===== config.mk =====
export PLATFORM = sky130hd
export DESIGN_NAME = floo_wormhole_arbiter
export DESIGN_NICKNAME = d
export VERILOG_FILES = /design/src/rtl/floo_wormhole_arbiter_pkg.sv /design/src/rtl/floo_wormhole_arbiter_lzc.sv /design/src/rtl/floo_wormhole_arbiter.sv
export SDC_FILE = /design/constraint.sdc
export NUM_CORES = 1
export LEC_CHECK = 0
export ABC_CLOCK_PERIOD_IN_PS = 2080
export BUFFER_PORTS_ARGS = -buffer_cell sky130_fd_sc_hd__buf_2
export CAP_MARGIN = 20
export CORE_MARGIN = 1
export CORE_UTILIZATION = 32
export CTS_BUF_LIST = sky130_fd_sc_hd__clkbuf_4 sky130_fd_sc_hd__clkbuf_8
export CTS_CLUSTER_DIAMETER = 150
export DETAILED_ROUTE_END_ITERATION = 8
export PLACE_DENSITY_LB_ADDON = 0.05
export SLEW_MARGIN = 10
export SYNTH_ARGS = -nofsm -noshare
export SYNTH_HDL_FRONTEND = slang
export SYNTH_SLANG_ARGS = --single-unit

===== constraint.sdc =====
create_clock -name clk_i -period 2.08 [get_ports clk_i]
set_input_delay 0.104 -clock clk_i [delete_from_list [all_inputs] [get_ports clk_i]]
set_output_delay 0.104 -clock clk_i [all_outputs]
set_load 0.02 [all_outputs]

===== src/rtl/floo_wormhole_arbiter_pkg.sv =====
// floo_wormhole_arbiter_pkg
// Flit typedefs shared by the wormhole arbiter and its users. A flit carries a
// small header whose `last` bit closes a packet, followed by an opaque payload.
package floo_wormhole_arbiter_pkg;

  localparam int unsigned DstIdWidth       = 4;
  localparam int unsigned FlitPayloadWidth = 16;

  typedef struct packed {
    logic                  last;
    logic [DstIdWidth-1:0] dst_id;
  } floo_hdr_t;

  typedef struct packed {
    floo_hdr_t                   hdr;
    logic [FlitPayloadWidth-1:0] payload;
  } floo_flit_t;

endpackage


===== src/rtl/floo_wormhole_arbiter_lzc.sv =====
// floo_wormhole_arbiter_lzc
// Trailing-zero counter: reports the index of the lowest set bit of in_i.
//   in_i    : request vector (bit 0 has the highest priority)
//   cnt_o   : index of the lowest set bit ('0 when empty)
//   empty_o : no bit of in_i is set
module floo_wormhole_arbiter_lzc #(
  parameter int unsigned Width    = 2,
  parameter int unsigned CntWidth = $clog2(Width)
) (
  input  logic [Width-1:0]    in_i,
  output logic [CntWidth-1:0] cnt_o,
  output logic                empty_o
);

  // Scan from the top down so the lowest set bit is written last and wins.
  always_comb begin
    cnt_o   = '0;
    empty_o = 1'b1;
    for (int unsigned i = 0; i < Width; i++) begin
      if (in_i[CntWidth'(Width - 1 - i)]) begin
        cnt_o   = CntWidth'(Width - 1 - i);
        empty_o = 1'b0;
      end
    end
  end

endmodule


===== src/rtl/floo_wormhole_arbiter.sv =====
// floo_wormhole_arbiter
// Shares one flit output among NumInputs inputs at packet granularity. An idle
// arbiter picks the first valid input at or above the round-robin pointer; once
// a flit is offered without completing a packet the grant is locked until the
// flit with hdr.last=1 is accepted.
//   clk_i   : clock
//   rst_ni  : asynchronous active-low reset
//   valid_i : per-input flit valid
//   ready_o : per-input flit accepted (only the granted input sees ready_i)
//   data_i  : per-input flit
//   valid_o : output flit valid
//   ready_i : downstream ready
//   data_o  : granted input's flit
//   grant_o : index of the granted input (meaningful while valid_o=1)
module floo_wormhole_arbiter
  import floo_wormhole_arbiter_pkg::*;
#(
  parameter int unsigned NumInputs = 2,
  parameter type         flit_t    = floo_flit_t,
  parameter int unsigned SelWidth  = $clog2(NumInputs)
) (
  input  logic                 clk_i,
  input  logic                 rst_ni,
  input  logic [NumInputs-1:0] valid_i,
  output logic [NumInputs-1:0] ready_o,
  input  flit_t                data_i [NumInputs],
  output logic                 valid_o,
  input  logic                 ready_i,
  output flit_t                data_o,
  output logic [SelWidth-1:0]  grant_o
);

  typedef enum logic {
    StIdle,
    StLocked
  } state_e;

  state_e                state_q, state_d;
  logic [SelWidth-1:0]   grant_q, grant_d;
  logic [SelWidth-1:0]   rr_q, rr_d;

  logic [NumInputs-1:0]  valid_rot;
  logic [SelWidth-1:0]   lzc_cnt;
  logic                  lzc_empty;
  logic [SelWidth-1:0]   arb_idx;
  logic [SelWidth-1:0]   grant;
  logic                  handshake;
  logic                  last_flit;

  // Rotate the request vector so that input rr_q lands on bit 0; the lowest set
  // bit of the rotated vector is then the first requester at or above rr_q.
  always_comb begin
    valid_rot = '0;
    for (int unsigned i = 0; i < NumInputs; i++) begin
      valid_rot[SelWidth'(i)] = valid_i[SelWidth'((i + 32'(rr_q)) % NumInputs)];
    end
  end

  floo_wormhole_arbiter_lzc #(
    .Width    (NumInputs),
    .CntWidth (SelWidth)
  ) i_lzc (
    .in_i    (valid_rot),
    .cnt_o   (lzc_cnt),
    .empty_o (lzc_empty)
  );

  always_comb begin
    arb_idx = rr_q;
    if (!lzc_empty) begin
      arb_idx = SelWidth'((32'(rr_q) + 32'(lzc_cnt)) % NumInputs);
    end
  end

  // Output side: depends only on state and valid_i, never on ready_i.
  always_comb begin
    if (state_q == StLocked) begin
      grant   = grant_q;
      valid_o = valid_i[grant_q];
    end else begin
      grant   = arb_idx;
      valid_o = |valid_i;
    end
    data_o  = data_i[grant];
    grant_o = grant;
    ready_o = '0;
    if (valid_o) begin
      ready_o[grant] = ready_i;
    end
  end

  assign handshake = valid_o & ready_i;
  assign last_flit = data_o.hdr.last;

  always_comb begin
    state_d = state_q;
    grant_d = grant_q;
    rr_d    = rr_q;
    if (handshake && last_flit) begin
      state_d = StIdle;
      rr_d    = (grant == SelWidth'(NumInputs - 1)) ? '0 : grant + SelWidth'(1);
    end else if (valid_o && (state_q == StIdle)) begin
      // A stalled head flit locks too, so the offered flit cannot be swapped.
      state_d = StLocked;
      grant_d = grant;
    end
  end

  always_ff @(posedge clk_i or negedge rst_ni) begin
    if (!rst_ni) begin
      state_q <= StIdle;
      grant_q <= '0;
      rr_q    <= '0;
    end else begin
      state_q <= state_d;
      grant_q <= grant_d;
      rr_q    <= rr_d;
    end
  end

  // Upstream must hold an offered flit stable until it is accepted.
  data_stable_a : assert property (@(posedge clk_i) disable iff (!rst_ni)
    (valid_o && !ready_i) |=> (!valid_o || $stable(data_o)));

endmodule


==> run_results.csv, run 1 <==
group,metric,value,unit
status,outcome,"complete, but fails checks",
status,violations,"DRC",
worst_setup_path,crit_chain,"nor2b_1, o211a_1, a21o_4, buf_12, mux2_4, buf_2",
routing,wl_met2,753,um
synthesis,synth_edf_count,0,
routing,top_layer_used,"met4",
synthesis,syn-num-nets,98,
layout,fin_util,61.96,%
routing,wl_per_cell,11.93,um
sta,relSlewSlack,82.92,%
placement,portBuffers,71,
worst_setup_path,crit_buf_inv,2,
routing,wl,1682,um
routing,ant_nets,0,
clocking,clk_pin_slew_worst_paths,40,ps
clocking,cts_sinks,3,
synthesis,ys_top_cells_by_area,"mux2_4 (40%), dfrtp_1 (13%), mux2_1 (10%)",
clocking,root_buffer,"clkbuf_4",
placement,gp_congestion,0.8334,
global_route,grt_pass1_wl,2415,um
floorplan,initial_utilization,35.71,%
synthesis,seq_area_frac_synth,13.48,%
routing,met3WireLength,210,um
pwr,p_leak,0.0005755,uW
sta,rsz0062_at_grt,"no",
global_route,grt_usage,17.00,%
routing,vias,705,
worst_setup_path,crit_required,1980,ps
floorplan,die-area,1911,um2
layout,area_growth,73.48,%
clocking,clk-insertion-delay-late,230,ps
synthesis,yosysWarnings,0,
worst_setup_path,slowest_delay,400,ps
sta,holdWs,167.8,ps
layout,final_layout_size_suffix_gt1_share,74.40,%
clocking,cts_buffer_depth,2,
routing,drt_iter0_markers,15,
layout,antennaDiodeCount,0,
global_route,grt_pass1_vias,583,
floorplan,fp.dieH,43.71,um
global_route,grt_start_max_net_pins,21,
worst_hold_path,hold_class,"in -> reg",
synthesis,syn_inst,51,
layout,fin_nets,173,
synthesis,synth.most_common_cell,"mux2_4",
routing,wl_met1,706,um
sta,min_period,1976,ps
synthesis,ys_dominant_reg_cell,"dfrtp_1",
worst_setup_path,slowest_stage,"dfrtp_1",
floorplan,num_io_pins,72,
synthesis,synth-seq-cells,3,
synthesis,yosysTopAreaCell,"mux2_4",
global_route,antenna_found_initial,0,
floorplan,rows,14,
sta,report.final.slew_viol_count,0,
synthesis,ys_async_sr_fraction,100.0,%
clocking,cts_htree_levels,1,
worst_setup_path,worstPathArrival,1870,ps
sta,setup_viol,0,
clocking,cts_buffers,3,
global_route,gr-total-overflow,0,
synthesis,synth_top_area_share,40.45,%
floorplan,die_w,43.71,um
synthesis,ys_types,25,
clocking,tritoncts,"yes",
worst_setup_path,worstPathMaxFanout,20,
sta,period_share,94.98,%
pwr,ir_drop,0.0003999,V
worst_setup_path,critPathTopFamily,"compound AO/OA/AOI/OAI gates",
routing,route.detailed.drc,6,
sta,max_freq,506.2,MHz
placement,dpl.hpwl,1423,um
pwr,p_per_area,594.6,nW/um2
worst_setup_path,crit_type,"reg -> out",
synthesis,synthTopCellsByCount,"mux2_4 (15), mux2_1 (5), buf_6 (3), dfrtp_1 (3), nand2_1 (3)",
sta,final_hold_viol_count,0,
routing,vias_per_cell,5.000,
synthesis,syn_avg_cell_area,10.92,um2
pwr,p_total,574.3,uW
sta,worst_slew_pin_slew,256.3,ps
worst_setup_path,worstSetupEndpointType,"output port",
floorplan,design.core.area,1559,um2
run,maxCapViolCount,0,
sta,finalClockSkew,0.2546,ps
sta,setup_tns,0,ps
worst_setup_path,crit_path_start_kind,"flop",
routing,first_pass_iters,7,
synthesis,synth_area,556.8,um2
-- layout by cell type, fill, tap and decap left out, drive strengths merged, types with 2 or more instances in the layout --
master  Yosys  layout
dfrtp       3       3
o211a       2       2
mux2       20      20
a211oi      2       2
buf         3      72
clkbuf      0       4
nor2b       2       2
nand2       3       3
-- kinds of logic (layout without fill, tap and decap cells) --
kind of cell / count (synthesis) / count (layout) / synth area share [%]
buf+inv: 4 / 78 / 6.740
compound gates: 14 / 14 / 19.33
simple gates: 10 / 10 / 9.889
mux: 20 / 20 / 50.56
flops: 3 / 3 / 13.48
-- per-layer routing --
layer	vias to the layer above	GRT usage, %
li1	344	-
met1	311	21.27
met4	0	5.625
met5	-	0
met3	2	6.250
met2	48	26.87
-- where the power goes --
part / internal [uW] / switching (uW)
registers: 71.5 / 16.1
clock network: 85.1 / 33.2
logic: 189 / 180
total: 345 / 229
-- sequential cells by signal, indices dropped and copies added (netlist names) --
name and flops:
state_q 1, rr_q 1, grant_q 1
-- final timing paths --
check | slack (ps) | cells past startpoint | endpoint | startpoint
worst min register to register | 540 | 1 | rr_q$_DFFE_PN0P_ | rr_q$_DFFE_PN0P_
worst min-delay path | 170 | 3 | rr_q$_DFFE_PN0P_ | data_i[20]
worst max-delay path | 100 | 6 | data_o[0] | rr_q$_DFFE_PN0P_
max in group asynchronous | 1740 | 2 | rr_q$_DFFE_PN0P_ | rst_ni
worst max register to register | 590 | 5 | grant_q$_DFFE_PN0P_ | rr_q$_DFFE_PN0P_
min in group asynchronous | 230 | 2 | grant_q$_DFFE_PN0P_ | rst_ni
-- area by class of cell --
type,instances,area (um2)
well taps,16,20.02
flip-flops and latches,3,75.07
multi-input cells,44,451.7
fillers,142,593.1
repair buffers,73,385.4
inverters,1,3.754
clock buffers,4,30.03
-- worst reg2reg max path, cell delays in order (launching register included) --
cell	delay, ps
dfrtp_1	400
nor2b_1	160
o211a_1	230
a21o_4	220
buf_12	170
a22o_1	210
-- through the flow --
stage          cells  setup WS (ps)  instance area (um2)
6_report         141          104.3                965.9
5_1_grt          141          38.57                965.9
4_1_cts          141          41.27                958.4
3_5_place_dp     136          292.3                918.4
3_3_place_gp     136          321.0                918.4
2_1_floorplan     51          497.0                556.8
-- timing repair --
item                                   in CTS  in global routing
setup buffers                               0                  0
hold buffers                                1                  0
resized for setup                           0                  2
endpoints found under the hold margin       3                  0
setup endpoints to repair                   0                 15
Note: power is estimated with default switching activity, not from simulation.
==> run 2, diff against run 1 <==
--- a/config.mk
+++ b/config.mk
@@ -14,6 +14,7 @@
 export CTS_CLUSTER_DIAMETER = 150
 export DETAILED_ROUTE_END_ITERATION = 8
 export PLACE_DENSITY_LB_ADDON = 0.05
+export REMOVE_ABC_BUFFERS = 1
 export SLEW_MARGIN = 10
 export SYNTH_ARGS = -nofsm -noshare
 export SYNTH_HDL_FRONTEND = slang
==> run 2 against run 1 <==
The flow still finishes with violations (DRC). Sequential share of layout area grew 0.10 points. First-iteration DRC count fell by 6.7%. Count of clock-buffer cells in the layout is the same. Largest cell class unchanged. Routed wire length decreased by 10%. Combinational power decreased by 2%. Global-route usage is 2.1 points lower. Critical endpoint is now data_o[14].
==> run_results.csv, run 2 (synthesis results as in run 1) <==
group,metric,value,unit
status,outcome,"complete, but fails checks",
status,violations,"DRC",
placement,portBuffers,71,
worst_setup_path,crit_chain,"nor2b_1, o211a_1, a21o_1, buf_4, mux2_4, buf_2",
routing,vias,690,
floorplan,fp.dieH,43.71,um
worst_setup_path,critPathTopFamily,"flip-flops",
sta,setup_viol,0,
clocking,cts_buffers,3,
global_route,grt_pass1_wl,2277,um
clocking,cts_sinks,3,
layout,final_layout_size_suffix_gt1_share,73.81,%
pwr,ir_drop,0.0005212,V
floorplan,die_w,43.71,um
sta,finalClockSkew,2.736,ps
layout,final_area,953.4,um2
worst_setup_path,slowest_delay,390,ps
worst_setup_path,ff2ff_setup_slack,600,ps
global_route,grtUsageMet2,29.85,%
worst_setup_path,crit_path_start_kind,"flop",
sta,relSlewSlack,84.36,%
floorplan,rows,14,
global_route,grt_start_max_net_pins,17,
clocking,cts_buffer_depth,2,
layout,mostFrequentLayoutCell,"buf_2",
routing,wl_per_cell,10.64,um
pwr,p_leak,0.0005736,uW
floorplan,design.core.area,1559,um2
placement,gp_congestion,0.8919,
clocking,clk_pin_slew_worst_paths,40,ps
worst_setup_path,reg2reg_to,"grant_q$_DFFE_PN0P_",
clocking,clk-insertion-delay-late,220,ps
worst_setup_path,worstSetupEndpointType,"output port",
placement,place_area,913.4,um2
routing,vias_per_cell,4.859,
sta,min_period,1923,ps
layout,area_growth,71.24,%
global_route,grt_pass1_vias,609,
worst_setup_path,worstPathArrival,1820,ps
worst_hold_path,hold_class,"in -> async",
sta,rsz0062_at_grt,"no",
clocking,root_buffer,"clkbuf_4",
sta,max_freq,520.0,MHz
sta,worst_slew_pin_slew,234.6,ps
layout,reg.largest.list,"grant_q (1), rr_q (1), state_q (1)",
global_route,use_met1,15.01,%
worst_setup_path,r2r_cells,5,
run,maxCapViolCount,0,
routing,first_pass_iters,6,
worst_setup_path,critPathLaunch,"rr_q$_DFFE_PN0P_",
sta,report.final.slew_viol_count,0,
floorplan,initial_utilization,35.71,%
layout,antennaDiodeCount,0,
layout,fillers,142,
floorplan,num_io_pins,72,
clocking,cts_htree_levels,1,
worst_setup_path,slowest_stage,"dfrtp_1",
worst_setup_path,crit_buf_inv,2,
floorplan,die-area,1911,um2
routing,route.detailed.drc,7,
global_route,top_usage_layer,"met2",
routing,drt_iter0_markers,14,
clocking,cts_resized,0,
sta,period_share,92.46,%
layout,fin_nets,174,
worst_setup_path,crit_required,1980,ps
layout,final_cell_mix,"buf_2 (71), mux2_4 (15), mux2_1 (5)",
global_route,grt_usage,14.88,%
worst_setup_path,r2r_start,"rr_q$_DFFE_PN0P_",
routing,wl,1511,um
sta,final_hold_viol_count,0,
routing,ant_nets,0,
pwr,p_per_area,581.3,nW/um2
global_route,antenna_found_initial,0,
worst_setup_path,crit_type,"reg -> out",
clocking,tritoncts,"yes",
sta,setup_tns,0,ps
global_route,gr-total-overflow,0,
placement,dpl.hpwl,1304,um
global_route,gr-usage-met3,2.917,%
worst_setup_path,worstPathMaxFanout,16,
[run 2: changes by cell type in the layout (fill, tap and decap cells not counted), sizes merged]
cell	delta
buf	+1
[run 2: cell type report]
cell class                      count  area [um2]  area share, %
Sequential cell                     3       75.07          7.874
Tap cell                           16       20.02          2.100
Multi-Input combinational cell     44       444.2          46.59
Timing Repair Buffer               74       380.4          39.90
Clock buffer                        4       30.03          3.150
Inverter                            1       3.754         0.3937
[run 2: report_power, final]
part,internal [uW],total (uW),switching (uW)
Combinational,182,359,176
Sequential,71.6,84.9,13.3
Clock,84.6,111,26.1
Total,338,554,216
[run 2: what timing repair did]
item,in CTS,in global routing
setup buffers,0,0
hold buffers,1,0
hold endpoints to repair,3,0
[run 2: how the worst max path moves through the flow]
| stage | slack [ps] | endpoint | cells after the start |
|---|---|---|---|
| after CTS | 150 | data_o[14] | 6 |
| after floorplan | 40 | data_o[12] | 4 |
| final | 160 | data_o[14] | 6 |
| after global routing | 50 | data_o[0] | 6 |
| after detailed placement | 400 | data_o[14] | 6 |
| after global placement | 410 | data_o[8] | 6 |
[run 2: per-stage QoR]
stage / hold WS, ps / total power (uW) / utilization, % / setup slack, ps / cells
after floorplan: -191.6 / 326.3 / - / 35.60 / 48
after global placement: -99.80 / 442.1 / 58.59 / 412.6 / 137
after detailed placement: -99.25 / 445.0 / 58.59 / 395.9 / 137
after CTS: 196.7 / 560.5 / 61.16 / 148.0 / 142
after global routing: 214.5 / 589.0 / 61.16 / 49.91 / 142
final: 200.0 / 554.2 / 61.16 / 156.8 / 142
[run 2: routing by layer]
layer / vias to the layer above / wire length [um]
met5: - / 0
li1: 343 / -
met1: 300 / 515
met4: 0 / 0
met2: 47 / 786
met3: 0 / 209
==> run 3, diff against run 2 <==
--- a/config.mk
+++ b/config.mk
@@ -7,13 +7,12 @@
 export LEC_CHECK = 0
 export ABC_CLOCK_PERIOD_IN_PS = 2080
 export BUFFER_PORTS_ARGS = -buffer_cell sky130_fd_sc_hd__buf_2
-export CAP_MARGIN = 20
 export CORE_MARGIN = 1
 export CORE_UTILIZATION = 32
 export CTS_BUF_LIST = sky130_fd_sc_hd__clkbuf_4 sky130_fd_sc_hd__clkbuf_8
 export CTS_CLUSTER_DIAMETER = 150
 export DETAILED_ROUTE_END_ITERATION = 8
-export PLACE_DENSITY_LB_ADDON = 0.05
+export PLACE_DENSITY = 0.89
 export REMOVE_ABC_BUFFERS = 1
 export SLEW_MARGIN = 10
 export SYNTH_ARGS = -nofsm -noshare
==> run 3 against run 2 <==
Clock skew decreased by 1.9 ps. Non-clock buffer count is 1 lower. Critical path depth stayed put. Cell area decreased by 0.39%. The run still ends with DRC left. Setup slack worse by 44 ps. Utilization is 0.24 points lower. Flip-flop and latch count stayed put.
==> run_results.csv, run 3 (synthesis results as in run 1) <==
group,metric,value,unit
layout,multi_input_area,444.2,um2
sta,setup_tns,0,ps
worst_hold_path,hold_class,"in -> async",
clocking,root_buffer,"clkbuf_4",
sta,final_hold_viol_count,0,
clocking,clk_pin_slew_worst_paths,40,ps
layout,mostFrequentLayoutCell,"buf_2",
worst_setup_path,worstSetupEndpointType,"output port",
global_route,grtUsageMet2,37.01,%
sta,max_freq,508.3,MHz
clocking,clk-insertion-delay-late,230,ps
clocking,cts_sinks,3,
worst_setup_path,worstPathMaxFanout,24,
placement,gp_congestion,0.7902,
layout,area_growth,70.56,%
global_route,grt_start_max_net_pins,25,
global_route,grt_usage,17.56,%
global_route,antenna_found_initial,0,
routing,ant_nets,0,
routing,first_pass_iters,5,
layout,seq_area,75.07,um2
routing,route.detailed.drc,2,
floorplan,num_io_pins,72,
worst_setup_path,crit_required,1980,ps
clocking,cts_buffer_depth,2,
worst_setup_path,crit_path_start_kind,"flop",
global_route,gr-total-overflow,0,
routing,drt_iter0_markers,14,
layout,final_layout_size_suffix_gt1_share,73.60,%
pwr,ir_drop,0.0003853,V
sta,period_share,94.58,%
layout,fillers,136,
layout,final_cell_mix,"buf_2 (71), mux2_4 (15), mux2_1 (5)",
global_route,grt_pass1_wl,2504,um
layout,fin_util,60.91,%
global_route,grt_pass1_vias,619,
sta,finalClockSkew,0.8841,ps
clocking,post-cts-setup-buffer-count,0,
routing,vias_per_cell,4.745,
global_route,top_usage_layer,"met2",
worst_setup_path,crit_type,"reg -> out",
clocking,cts_buffers,3,
clocking,tritoncts,"yes",
run,maxCapViolCount,0,
status,outcome,"complete, but fails checks",
floorplan,initial_utilization,35.71,%
pwr,p_leak,0.0005708,uW
floorplan,design.core.area,1559,um2
routing,wl,1786,um
floorplan,fp.dieH,43.71,um
status,violations,"DRC",
sta,relSlewSlack,83.44,%
floorplan,die_w,43.71,um
pwr,p_per_area,593.1,nW/um2
sta,worst_slew_pin_slew,248.4,ps
layout,antennaDiodeCount,0,
placement,portBuffers,71,
layout,reg.largest.list,"grant_q (1), rr_q (1), state_q (1)",
sta,report.final.slew_viol_count,0,
global_route,gr-usage-met3,2.917,%
layout,fin_nets,173,
sta,setup_viol,0,
worst_setup_path,worstPathArrival,1860,ps
placement,dpl.hpwl,1568,um
routing,wl_per_cell,12.67,um
global_route,use_met1,17.09,%
clocking,cts_htree_levels,1,
sta,min_period,1967,ps
floorplan,die-area,1911,um2
sta,rsz0062_at_grt,"no",
floorplan,rows,14,
routing,vias,669,
==> run 3: cell count changes in the layout (fill, tap and decap cells not counted) <==
| cell | before | now |
|---|---|---|
| buf_6 | 0 | 1 |
| buf_4 | 2 | 0 |
==> run 3: final cells by class <==
| cell class | count | area share, % |
|---|---|---|
| sequential | 3 | 7.905 |
| multi-input combinational | 44 | 46.77 |
| inverter | 1 | 0.3953 |
| timing repair buffer | 73 | 39.66 |
| tap | 16 | 2.108 |
| clock buffer | 4 | 3.162 |
==> run 3: timing repair <==
| action | CTS | global route |
|---|---|---|
| gates resized for setup | 0 | 1 |
| hold endpoints to repair | 3 | 0 |
| setup endpoints to repair | 0 | 20 |
| hold buffers | 1 | 0 |
==> run 3: critical path, stage by stage, from the launching register on <==
cell	delay (ps)
dfrtp_1	450
inv_1	120
o211a_1	160
a21o_1	120
buf_6	260
mux2_1	360
buf_2	160
==> run 3: metrics by stage <==
stage                     area, um2  setup slack, ps  total power (uW)  hold slack, ps  cells
after global routing          949.7            5.424             599.8           196.0    141
after global placement        905.9            359.5             436.1          -98.07    136
after CTS                     945.9            37.15             567.9           183.1    141
final                         949.7            112.7             563.2           196.3    141
after detailed placement      905.9            295.1             445.6          -98.48    136
after floorplan               523.0            35.60             326.3          -191.6     48
==> run 3: per-layer routing <==
metal  vias up  wire, um
li1        343         -
met1       304       622
met2        22      1096
met3         0        68
met4         0         0
met5         -         0
==> run 3: where the power goes <==
group	switching, uW	total [uW]	leakage, uW	internal (uW)
clock	30.3	115	0.0000184	84.9
sequential	13.1	84.7	0.0000306	71.6
combinational	183	363	0.000522	181
total	226	563	0.000571	337
==> run 3: final timing paths <==
check	end	depth (start not counted)	slack, ps	startpoint
max	data_o[13]	6	110	state_q$_DFFE_PN0P_
min	state_q$_DFFE_PN0P_	2	200	rst_ni
max reg2reg	rr_q$_DFFE_PN0P_	4	680	state_q$_DFFE_PN0P_
min reg2reg	rr_q$_DFFE_PN0P_	1	530	rr_q$_DFFE_PN0P_
max in group asynchronous	rr_q$_DFFE_PN0P_	2	1780	rst_ni
min in group clk_i	rr_q$_DFFE_PN0P_	3	210	data_i[20]
